`config.mk`:
```
export PLATFORM = sky130hd
export DESIGN_NAME = seq_pattern_tx
export DESIGN_NICKNAME = d
export VERILOG_FILES = /design/src/rtl/seq_pkg.sv /design/src/rtl/seq_pattern_tx.sv
export SDC_FILE = /design/constraint.sdc
export NUM_CORES = 1
export LEC_CHECK = 0
export ABC_AREA = 1
export CORE_MARGIN = 4
export CORE_UTILIZATION = 40
export DETAILED_ROUTE_END_ITERATION = 12
export PLACE_DENSITY = 0.7
export SLEW_MARGIN = 20
export SYNTH_ARGS = -nofsm -noshare
export SYNTH_HDL_FRONTEND = slang
export SYNTH_SLANG_ARGS = --single-unit
```
`constraint.sdc`:
```
create_clock -name clk -period 2.3 [get_ports clk]
set_input_delay 0.345 -clock clk [delete_from_list [all_inputs] [get_ports clk]]
set_output_delay 0.345 -clock clk [all_outputs]
set_load 0.02 [all_outputs]
```
`src/rtl/seq_pkg.sv`:
```
// rtl/seq_pkg.sv - shared state encodings and sync pattern for the sequence-detector link
package seq_pkg;

    localparam logic [3:0] S_IDLE = 4'b0001;
    localparam logic [3:0] S_SYNC = 4'b0010;
    localparam logic [3:0] S_DATA = 4'b0100;
    localparam logic [3:0] S_GAP  = 4'b1000;

    // Sent MSB-first, so the line sees 0,1,0,1.
    localparam logic [3:0] SYNC_PATTERN = 4'b0101;

endpackage

```
`src/rtl/seq_pattern_tx.sv`:
```
// rtl/seq_pattern_tx.sv - MSB-first serial frame transmitter with idle-high line
// Optional SYNC preamble state enabled by macro SEQ_TX_SYNC_EN.
module seq_pattern_tx
    import seq_pkg::*;
#(
    parameter int DATA_W  = 8,
    parameter int GAP_CYC = 2
) (
    input  logic              clk,
    input  logic              rst_n,
    input  logic              in_valid,
    input  logic [DATA_W-1:0] in_data,
    output logic              in_ready,
    output logic              dout,
    output logic              busy,
    output logic              frame_done
);

    localparam int CNT_W = $clog2(DATA_W);
    localparam int GAP_W = (GAP_CYC > 1) ? $clog2(GAP_CYC) : 1;
    localparam logic [CNT_W-1:0] LAST_BIT = CNT_W'(DATA_W - 1);
    localparam logic [GAP_W-1:0] LAST_GAP = GAP_W'((GAP_CYC > 0) ? GAP_CYC - 1 : 0);

    logic [3:0]        state;
    logic [3:0]        state_n;
    logic              dout_n;
    logic [DATA_W-1:0] shreg;
    logic [CNT_W-1:0]  bit_cnt;
    logic [GAP_W-1:0]  gap_cnt;
    logic              accept;
`ifdef SEQ_TX_SYNC_EN
    logic [3:0]        sync_sh;
    logic [1:0]        sync_cnt;
`endif

    assign accept     = (state == S_IDLE) && in_valid && in_ready;
    assign busy       = (state != S_IDLE);
    assign frame_done = (state == S_DATA) && (bit_cnt == LAST_BIT);

    // dout is registered, so dout_n is the bit the line shows after the next edge.
    always_comb begin
        state_n = state;
        dout_n  = 1'b1;
        case (state)
            S_IDLE: begin
                if (accept) begin
`ifdef SEQ_TX_SYNC_EN
                    state_n = S_SYNC;
                    dout_n  = SYNC_PATTERN[3];
`else
                    state_n = S_DATA;
                    dout_n  = in_data[DATA_W-1];
`endif
                end
            end
`ifdef SEQ_TX_SYNC_EN
            S_SYNC: begin
                if (sync_cnt == 2'd3) begin
                    state_n = S_DATA;
                    dout_n  = shreg[DATA_W-1];
                end else begin
                    dout_n = sync_sh[2];
                end
            end
`endif
            S_DATA: begin
                if (bit_cnt == LAST_BIT) begin
                    state_n = (GAP_CYC > 0) ? S_GAP : S_IDLE;
                end else begin
                    dout_n = shreg[DATA_W-1];
                end
            end
            S_GAP: begin
                if (gap_cnt == LAST_GAP) begin
                    state_n = S_IDLE;
                end
            end
            default: state_n = S_IDLE;
        endcase
    end

    always_ff @(posedge clk or negedge rst_n) begin
        if (!rst_n) begin
            state    <= S_IDLE;
            dout     <= 1'b1;
            in_ready <= 1'b0;
            shreg    <= '0;
            bit_cnt  <= '0;
            gap_cnt  <= '0;
`ifdef SEQ_TX_SYNC_EN
            sync_sh  <= '0;
            sync_cnt <= '0;
`endif
        end else begin
            state    <= state_n;
            dout     <= dout_n;
            in_ready <= (state_n == S_IDLE);

            // Without the preamble the MSB goes out on the accepting edge, so store pre-shifted.
            if (accept) begin
`ifdef SEQ_TX_SYNC_EN
                shreg <= in_data;
`else
                shreg <= in_data << 1;
`endif
            end else if (state_n == S_DATA) begin
                shreg <= shreg << 1;
            end

            if (state == S_DATA) begin
                bit_cnt <= bit_cnt + 1'b1;
            end else begin
                bit_cnt <= '0;
            end

            if (state == S_GAP) begin
                gap_cnt <= gap_cnt + 1'b1;
            end else begin
                gap_cnt <= '0;
            end

`ifdef SEQ_TX_SYNC_EN
            if (accept) begin
                sync_sh <= SYNC_PATTERN;
            end else if (state == S_SYNC) begin
                sync_sh <= sync_sh << 1;
            end

            if (state == S_SYNC) begin
                sync_cnt <= sync_cnt + 1'b1;
            end else begin
                sync_cnt <= '0;
            end
`endif
        end
    end

endmodule

```
==> impl_metrics.csv, run 1 <==
group,metric,value,unit
critical_path,worst-setup-path-type,"register to primary output",
outcome,outcome,"finished clean",
cts,cts_setup_buffers,0,
timing,rsz0062_at_grt,"false",
floorplan,rows,16,
critical_path,cp.required,1.96,ns
detailed_routing,via_count,604,
critical_path,reg2reg_to,"in_ready",
critical_path,rr_startpoint,"bit_cnt[0]",
critical_path,reg2reg_slack,0.86,ns
floorplan,core_area,1940,sq um
timing,fin_skew,0.00246,ns
detailed_routing,drt-total-wl,1480,um
global_route,grt_pass1_wl,2420,um
timing,period_needed,2.08,ns
hold_path,hold_class,"register to register",
layout,drive_gt1_frac,0.177,
detailed_routing,drt_iter0_drc,8,
timing,post-route-period-util,0.902,
critical_path,r2r_cells,6,
global_route,grt_max_degree,18,
timing,fmax,482,MHz
place,dp_hpwl,1140,um
cts,cts-root-buf,"clkbuf_4",
logic_synthesis,ys_warn_count,0,
floorplan,ios,15,
logic_synthesis,postSynthCellCount,79,
global_route,grt.total_usage,0.124,
detailed_routing,drc,0,
timing,hold_viol_final,0,
cts,cts_hold_buf,0,
power_and_ir_drop,peakVddDrop,0.000460,V
floorplan,die-area,2810,sq um
logic_synthesis,synth_nets,92,
place,portBuffers,14,
critical_path,cp_max_fo,8,
cts,cts_tree,"yes",
critical_path,critical-path-max-stage-delay,0.57,ns
logic_synthesis,synthArstFlopShare,1.00,
logic_synthesis,synth-edff-count,0,
logic_synthesis,synth.avg_cell_area,10.2,sq um
hold_path,min_from,"gap_cnt",
cts,cts_buffers,3,
timing,hold_ws,0.429,ns
detailed_routing,final_antenna_net_count,0,
hold_path,whs_endpoint,"gap_cnt",
floorplan,floorplan.initialDensity,0.417,
cts,cts_resized,0,
cts,clk_path_buf_depth,2,
global_route,grt_antenna_before_repair,0,
layout,nets,110,
critical_path,critPathLaunchType,"register",
detailed_routing,post_drt_wl_per_cell,12.0,um
logic_synthesis,synth_cell_types,19,
timing,relSlewSlack,0.509,
cts,cts_max_level,1,
logic_synthesis,ys_ff_latch,17,
critical_path,critPathBufInv,2,
detailed_routing,drt-pass1-iter-count,4,
layout,diodes,0,
cts,cts.sinks,17,
logic_synthesis,synth_ff_type,"dfrtp_1",
critical_path,crit_path_end_kind,"primary output",
logic_synthesis,syn_area,810,sq um
timing,worst-slew-pin-transition,0.733,ns
critical_path,crit_start,"state[0]",
floorplan,die_w,53.0,um
timing,maxSlewViolCount,0,
cts,clk_pin_slew,0.09,ns
power_and_ir_drop,p_leak,0.475,nW
timing,finalSetupViolCount,0,
power_and_ir_drop,p_per_area,655,nW/um^2
place,place.gp.congestion,0.781,
job,maxCapViolCount,0,
hold_path,hold_path_depth,1,
critical_path,cp_top_family,"buffers and inverters",
cts,clk_latency,0.29,ns
logic_synthesis,synth-seq-area-share,0.529,
global_route,gr-total-overflow,0,
global_route,first_global_vias,557,
timing,tns,0,ns
critical_path,arrival,1.73,ns
layout,areaGrowthSynthToFinish,23.8,%
critical_path,worstPathCellList,"inv_2 > nor2_8 > nand2_1 > clkdlybuf4s50_1",
critical_path,crit_slowest_cell,"dfstp_2",
floorplan,dieHeight,53.0,um
detailed_routing,viasPerCell,4.91,
## logic make-up after synthesis
| logic type | Yosys count | synth area share |
|---|---|---|
| buf+inv | 9 | 0.0510 |
| flops | 17 | 0.529 |
| fa+ha+maj | 2 | 0.0309 |
| other cells | 1 | 0.00463 |
| compound gates | 4 | 0.0355 |
| simple gates | 46 | 0.349 |
## cell usage after synthesis (2+ instances only)
cell       n  share of area
dfrtp_1   15           0.46
dfstp_2    2          0.065
ha_1       2          0.031
inv_1      6          0.028
inv_2      2         0.0093
nand2_1    4          0.019
nand3_1   21           0.13
nand4_1    6          0.046
nor2_1     7          0.032
nor2_4     4          0.056
o211ai_1   2          0.019
## per-layer routing
layer  track usage  wire [um]
met1         0.146        681
met2         0.196        699
met3        0.0507         71
met4        0.0511         24
met5             0          0
## layout make-up
cell class                 instances  area (sq um)
inverter                           8          30.0
clock buffer                       3          22.5
multi-input combinational         53           340
tap                               27          33.8
sequential                        17           428
fill                             189           940
timing repair buffer              14           143
clock inverter                     1          5.00
## worst reg2reg max path: stages, from the launching register on
cell	delay, ns
dfrtp_1	0.39
ha_1	0.21
ha_1	0.25
inv_1	0.09
nand3_2	0.16
nand2_1	0.17
nor2_1	0.06
## worst max path at each step
stage            endpoint  depth (start not counted)
3_5_place_dp   frame_done                          5
5_1_grt              busy                          4
3_3_place_gp   frame_done                          5
6_report             busy                          4
2_1_floorplan  frame_done                          4
4_1_cts        frame_done                          5
## per-stage QoR
step / power (mW) / utilization / std cells / setup WS (ns) / area, sq um
after CTS: 0.669 / 0.515 / 123 / 0.0690 / 1000
final: 0.656 / 0.516 / 123 / 0.225 / 1000
after floorplan: 0.456 / - / 79 / 0.966 / 810
after detailed placement: 0.508 / 0.501 / 119 / 0.418 / 972
after global routing: 0.696 / 0.516 / 123 / 0.147 / 1000
after global placement: 0.502 / 0.501 / 119 / 0.466 / 972
## cell usage in the layout, fill, tap and decap left out
master | Yosys | layout
nand3_1 | 21 | 21
dfrtp_1 | 15 | 15
clkdlybuf4s50_1 | 0 | 13
nor2_1 | 7 | 7
inv_1 | 6 | 6
nand4_1 | 6 | 6
nor2_4 | 4 | 4
nand2_1 | 4 | 4
clkbuf_4 | 0 | 3
inv_2 | 2 | 2
o211ai_1 | 2 | 2
ha_1 | 2 | 2
dfstp_2 | 2 | 2
o21ai_1 | 1 | 1
nor2_8 | 1 | 1
nand2_2 | 1 | 1
nand3_4 | 1 | 1
nand3_2 | 1 | 1
o21ai_2 | 1 | 1
clkinv_2 | 0 | 1
dlymetal6s2s_1 | 0 | 1
conb_1 | 1 | 1
## flip-flops by register name, indices dropped and copies added (netlist names)
signal,count
bit_cnt,3
dout,1
shreg,7
gap_cnt,1
in_ready,1
state,4
## report_power, final
| group | switching [mW] | internal (mW) |
|---|---|---|
| Clock | 0.0910 | 0.0648 |
| Sequential | 0.0285 | 0.343 |
| Combinational | 0.0678 | 0.0610 |
| Total | 0.187 | 0.469 |
(Power assumes the default switching activity.)
==> run 2, diff against run 1 <==
--- a/config.mk
+++ b/config.mk
@@ -7,9 +7,9 @@
 export LEC_CHECK = 0
 export ABC_AREA = 1
 export CORE_MARGIN = 4
-export CORE_UTILIZATION = 40
+export CORE_UTILIZATION = 25
 export DETAILED_ROUTE_END_ITERATION = 12
-export PLACE_DENSITY = 0.7
+export PLACE_DENSITY = 0.5
 export SLEW_MARGIN = 20
 export SYNTH_ARGS = -nofsm -noshare
 export SYNTH_HDL_FRONTEND = slang
==> run 2 against run 1 <==
Net effect:
- die area is 50% higher
- sequential share of layout area is 1.1 points lower
- critical endpoint unchanged
- wire length grew 5.6%
- via count up 2.3%
- register-to-register slack got worse by 0.02 ns
- highest routed layer unchanged
- core utilization shrank 18 points
==> impl_metrics.csv, run 2 (same netlist as run 1, synthesis figures left out) <==
group,metric,value,unit
floorplan,ios,15,
cts,cts_setup_buffers,0,
layout,largest_reg_flops,7,
floorplan,floorplan.initialDensity,0.263,
power_and_ir_drop,peakVddDrop,0.000238,V
power_and_ir_drop,p_leak,0.477,nW
detailed_routing,via_count,618,
detailed_routing,post_drt_wl_per_cell,11.0,um
critical_path,crit_path_end_kind,"primary output",
cts,cts.sinks,17,
timing,fmax,482,MHz
layout,diodes,0,
global_route,grt_pass1_wl,2740,um
cts,clk_pin_slew,0.10,ns
timing,fin_skew,0.0112,ns
power_and_ir_drop,p_total,0.658,mW
cts,cts_buffers,3,
layout,top_regs,"shreg: 7 flops, state: 4 flops, bit_cnt: 3 flops",
global_route,grt_antenna_before_repair,0,
floorplan,die_w,64.9,um
timing,tns,0,ns
power_and_ir_drop,p_per_area,639,nW/um^2
detailed_routing,drc,0,
cts,clk_latency,0.29,ns
timing,post-route-period-util,0.903,
layout,nets,111,
layout,drive_gt1_frac,0.175,
global_route,grt_max_degree,18,
critical_path,cp_max_fo,8,
global_route,gr-total-overflow,0,
timing,hold_viol_final,0,
critical_path,critPathLaunchType,"register",
layout,fill_cells,332,
outcome,outcome,"finished clean",
floorplan,core_area,3080,sq um
detailed_routing,drt-pass1-iter-count,4,
layout,largest_register,"shreg",
power_and_ir_drop,clock_power_share,0.243,
detailed_routing,drt-total-wl,1560,um
floorplan,dieHeight,64.9,um
cts,cts_max_level,1,
global_route,grt.total_usage,0.0845,
timing,finalSetupViolCount,0,
critical_path,worst-setup-path-type,"register to primary output",
cts,clk_path_buf_depth,2,
power_and_ir_drop,switching_share,0.282,
timing,period_needed,2.08,ns
layout,instances_no_fill,141,
critical_path,cp.required,1.96,ns
place,place.gp.congestion,0.746,
power_and_ir_drop,netSwitchingPower,0.186,mW
floorplan,die-area,4210,sq um
place,portBuffers,14,
timing,rsz0062_at_grt,"false",
detailed_routing,final_antenna_net_count,0,
layout,mostFrequentLayoutCell,"nand3_1",
job,maxCapViolCount,0,
floorplan,rows,20,
detailed_routing,viasPerCell,4.38,
critical_path,arrival,1.73,ns
layout,areaGrowthSynthToFinish,27.2,%
place,dp_hpwl,1180,um
power_and_ir_drop,intPower,0.473,mW
timing,maxSlewViolCount,0,
layout,mostFrequentLayoutCells,"nand3_1 (21), dfrtp_1 (15), clkdlybuf4s50_1 (13), nor2_1 (7)",
cts,cts-root-buf,"clkbuf_4",
hold_path,hold_class,"input pin to asynchronous set/reset pin",
place,placedCellCount,137,
power_and_ir_drop,power_frac_seq,0.560,
global_route,first_global_vias,605,
detailed_routing,drt_iter0_drc,4,
cts,cts_tree,"yes",
power_and_ir_drop,pwr-share-comb,0.197,
-- run 2: area by class of cell --
cell class / count / area (sq um) / share of cell area
Sequential cell: 17 / 428 / 0.416
Multi-Input combinational cell: 53 / 340 / 0.330
Timing Repair Buffer: 15 / 150 / 0.146
Tap cell: 44 / 55.1 / 0.0535
Inverter: 8 / 30.0 / 0.0292
Clock buffer: 4 / 26.3 / 0.0255
-- run 2: path summary, 6_finish.rpt --
| check | start | endpoint | slack [ns] | cells after the start |
|---|---|---|---|---|
| worst max-delay path | state[0] | busy | 0.22 | 4 |
| worst min-delay path | rst_n | shreg[2] | 0.36 | 2 |
| worst max register to register | bit_cnt[0] | in_ready | 0.84 | 6 |
| worst min register to register | gap_cnt | gap_cnt | 0.44 | 1 |
| max in group asynchronous | rst_n | state[0] | 1.68 | 2 |
| min in group clk | gap_cnt | gap_cnt | 0.44 | 1 |
-- run 2: stage by stage --
step	utilization	worst slack [ns]	hold slack, ns	cell area (sq um)
CTS	0.334	0.0625	0.363	1030
floorplan	-	0.966	0.0494	810
detailed placement	0.325	0.391	0.430	1000
global route	0.335	0.129	0.375	1030
finish	0.335	0.224	0.360	1030
global placement	0.325	0.439	0.414	1000
-- run 2: repair_timing --
| item | CTS | global route |
|---|---|---|
| endpoints found under the setup margin | 0 | 1 |
| hold buffers | 0 | 0 |
| resized for setup | 0 | 1 |
-- run 2: power by group through the flow --
stage	clock network, mW	logic, mW	registers (mW)
after CTS	0.168	0.132	0.369
after floorplan	0	0.0815	0.374
after global placement	0	0.131	0.374
after global routing	0.180	0.144	0.373
final	0.160	0.129	0.369
after detailed placement	0	0.131	0.375
-- run 2: metal layers --
layer | track usage | vias to the layer above | wire length, um
met5 | 0 | - | 0
met3 | 0.0173 | 4 | 46
met4 | 0.0475 | 0 | 29
met2 | 0.128 | 11 | 771
met1 | 0.111 | 295 | 711
li1 | - | 308 | -
-- run 2: worst max-delay path, cell delays in order, from the launching register on --
cell and delay, ns:
dfstp_2 0.57, inv_2 0.06, nor2_8 0.14, nand2_1 0.12, clkdlybuf4s50_1 0.56
==> run 3, diff against run 2 <==
--- a/config.mk
+++ b/config.mk
@@ -6,7 +6,7 @@
 export NUM_CORES = 1
 export LEC_CHECK = 0
 export ABC_AREA = 1
-export CORE_MARGIN = 4
+export CORE_MARGIN = 2
 export CORE_UTILIZATION = 25
 export DETAILED_ROUTE_END_ITERATION = 12
 export PLACE_DENSITY = 0.5
==> constraint.sdc (replaced) <==
create_clock -name clk -period 2.3 [get_ports clk]
set_input_delay 0.345 -clock clk [delete_from_list [all_inputs] [get_ports clk]]
set_output_delay 0.345 -clock clk [all_outputs]
set_load 0.01 [all_outputs]
==> run 3 against run 2 <==
Net effect:
- sequential power hardly changed
- largest cell class unchanged
- clock power hardly changed
- wire length is 0.45% higher
- worst setup slack worse by 0.034 ns
- core utilization is 0.081 points lower
- worst hold slack better by 0.0052 ns
- cell area is 0.24% lower
- maximum frequency is 1.6% lower
==> impl_metrics.csv, run 3 (same netlist as run 1, synthesis figures left out) <==
group,metric,value,unit
timing,rsz0062_at_grt,"false",
power_and_ir_drop,clock_power_share,0.244,
timing,maxSlewViolCount,0,
critical_path,rr_startpoint,"bit_cnt[0]",
hold_path,hold_class,"input pin to asynchronous set/reset pin",
power_and_ir_drop,pwr-share-comb,0.193,
detailed_routing,viasPerCell,4.47,
cts,cts_tree,"yes",
cts,cts_max_level,1,
timing,post-route-period-util,0.918,
floorplan,ios,15,
outcome,outcome,"finished clean",
power_and_ir_drop,peakVddDrop,0.000313,V
layout,instances_no_fill,141,
critical_path,cp.required,1.96,ns
critical_path,r2r_cells,6,
timing,tns,0,ns
timing,period_needed,2.11,ns
floorplan,die-area,3710,sq um
power_and_ir_drop,netSwitchingPower,0.183,mW
cts,clk_pin_slew,0.11,ns
detailed_routing,wl_met3,75,um
timing,fin_skew,0.0113,ns
layout,drive_gt1_frac,0.175,
place,dp_hpwl,1160,um
layout,largest_register,"shreg",
place,placedCellCount,137,
power_and_ir_drop,p_per_area,638,nW/um^2
layout,diodes,0,
power_and_ir_drop,switching_share,0.279,
detailed_routing,wl_met2,776,um
critical_path,reg2reg_slack,0.85,ns
place,placed_area,1000,sq um
detailed_routing,drt-total-wl,1570,um
detailed_routing,final_antenna_net_count,0,
cts,cts.sinks,17,
timing,setup_ws,0.190,ns
cts,clk_latency,0.29,ns
detailed_routing,highest_layer,"met4",
job,maxCapViolCount,0,
layout,final_area,1030,sq um
place,place.gp.congestion,0.807,
critical_path,worst-setup-path-type,"register to primary output",
timing,fmax,474,MHz
floorplan,floorplan.initialDensity,0.263,
cts,cts_buffers,3,
cts,cts_hold_buf,0,
layout,top_regs,"shreg: 7 flops, state: 4 flops, bit_cnt: 3 flops",
layout,areaGrowthSynthToFinish,26.9,%
critical_path,cp-endpoint,"frame_done",
power_and_ir_drop,p_leak,0.458,nW
critical_path,crit_path_end_kind,"primary output",
critical_path,reg2reg_to,"shreg[5]",
critical_path,critPathLaunchType,"register",
critical_path,crit_start,"bit_cnt[0]",
timing,finalSetupViolCount,0,
layout,nets,111,
floorplan,die_w,60.9,um
critical_path,arrival,1.77,ns
detailed_routing,drt_iter0_drc,11,
power_and_ir_drop,intPower,0.473,mW
layout,mostFrequentLayoutCells,"nand3_1 (21), dfrtp_1 (15), clkdlybuf4s50_1 (14), nor2_1 (7)",
global_route,gr-total-overflow,0,
detailed_routing,wl_met1,700,um
critical_path,cp_max_fo,4,
layout,largest_reg_flops,7,
cts,cts-root-buf,"clkbuf_4",
cts,cts_setup_buffers,0,
detailed_routing,via_count,630,
global_route,grt_max_degree,18,
cts,cts_resized,0,
global_route,grt_pass1_wl,2880,um
global_route,first_global_vias,660,
timing,hold_ws,0.365,ns
floorplan,rows,20,
layout,final_util,0.334,
place,portBuffers,14,
detailed_routing,drt-pass1-iter-count,4,
floorplan,dieHeight,60.9,um
global_route,grt_antenna_before_repair,0,
detailed_routing,drc,0,
layout,mostFrequentLayoutCell,"nand3_1",
detailed_routing,post_drt_wl_per_cell,11.1,um
timing,hold_viol_final,0,
power_and_ir_drop,power_frac_seq,0.563,
floorplan,core_area,3080,sq um
power_and_ir_drop,p_total,0.656,mW
global_route,grt.total_usage,0.108,
place,place_ws,0.493,ns
cts,clk_path_buf_depth,2,
[run 3: cell types whose count changed in the layout (fill, tap and decap cells not counted), sizes merged]
cell / delta
clkdlybuf4s50: +1
dlymetal6s2s: -1
[run 3: critical path, cell delays in order (launching register included)]
cell and delay [ns]:
dfrtp_1 0.37, ha_1 0.15, ha_1 0.25, nand3_1 0.13, inv_1 0.07, clkdlybuf4s50_1 0.52
[run 3: worst min path at each step]
stage	slack, ns	endpoint
5_1_grt	0.40	shreg[2]
2_1_floorplan	0.05	bit_cnt[0]
4_1_cts	0.37	shreg[3]
3_3_place_gp	0.41	gap_cnt
6_report	0.36	shreg[2]
3_5_place_dp	0.42	gap_cnt
[run 3: final cells by class]
class / instances / area (sq um)
Clock buffer: 4 / 26.3
Tap cell: 44 / 55.1
Sequential cell: 17 / 428
Inverter: 8 / 30.0
Multi-Input combinational cell: 53 / 340
Fill cell: 327 / 2050
Timing Repair Buffer: 15 / 148
[run 3: power groups by stage]
stage / clock network [mW] / registers, mW / logic [mW]
floorplan: 0 / 0.371 / 0.0800
global placement: 0 / 0.374 / 0.126
detailed placement: 0 / 0.375 / 0.129
CTS: 0.168 / 0.369 / 0.129
global route: 0.181 / 0.375 / 0.145
finish: 0.160 / 0.369 / 0.126
[run 3: per-layer routing]
metal	vias up	track usage
li1	311	-
met1	302	0.137
met2	15	0.169
met3	2	0.0299
met4	0	0.0528
met5	-	0
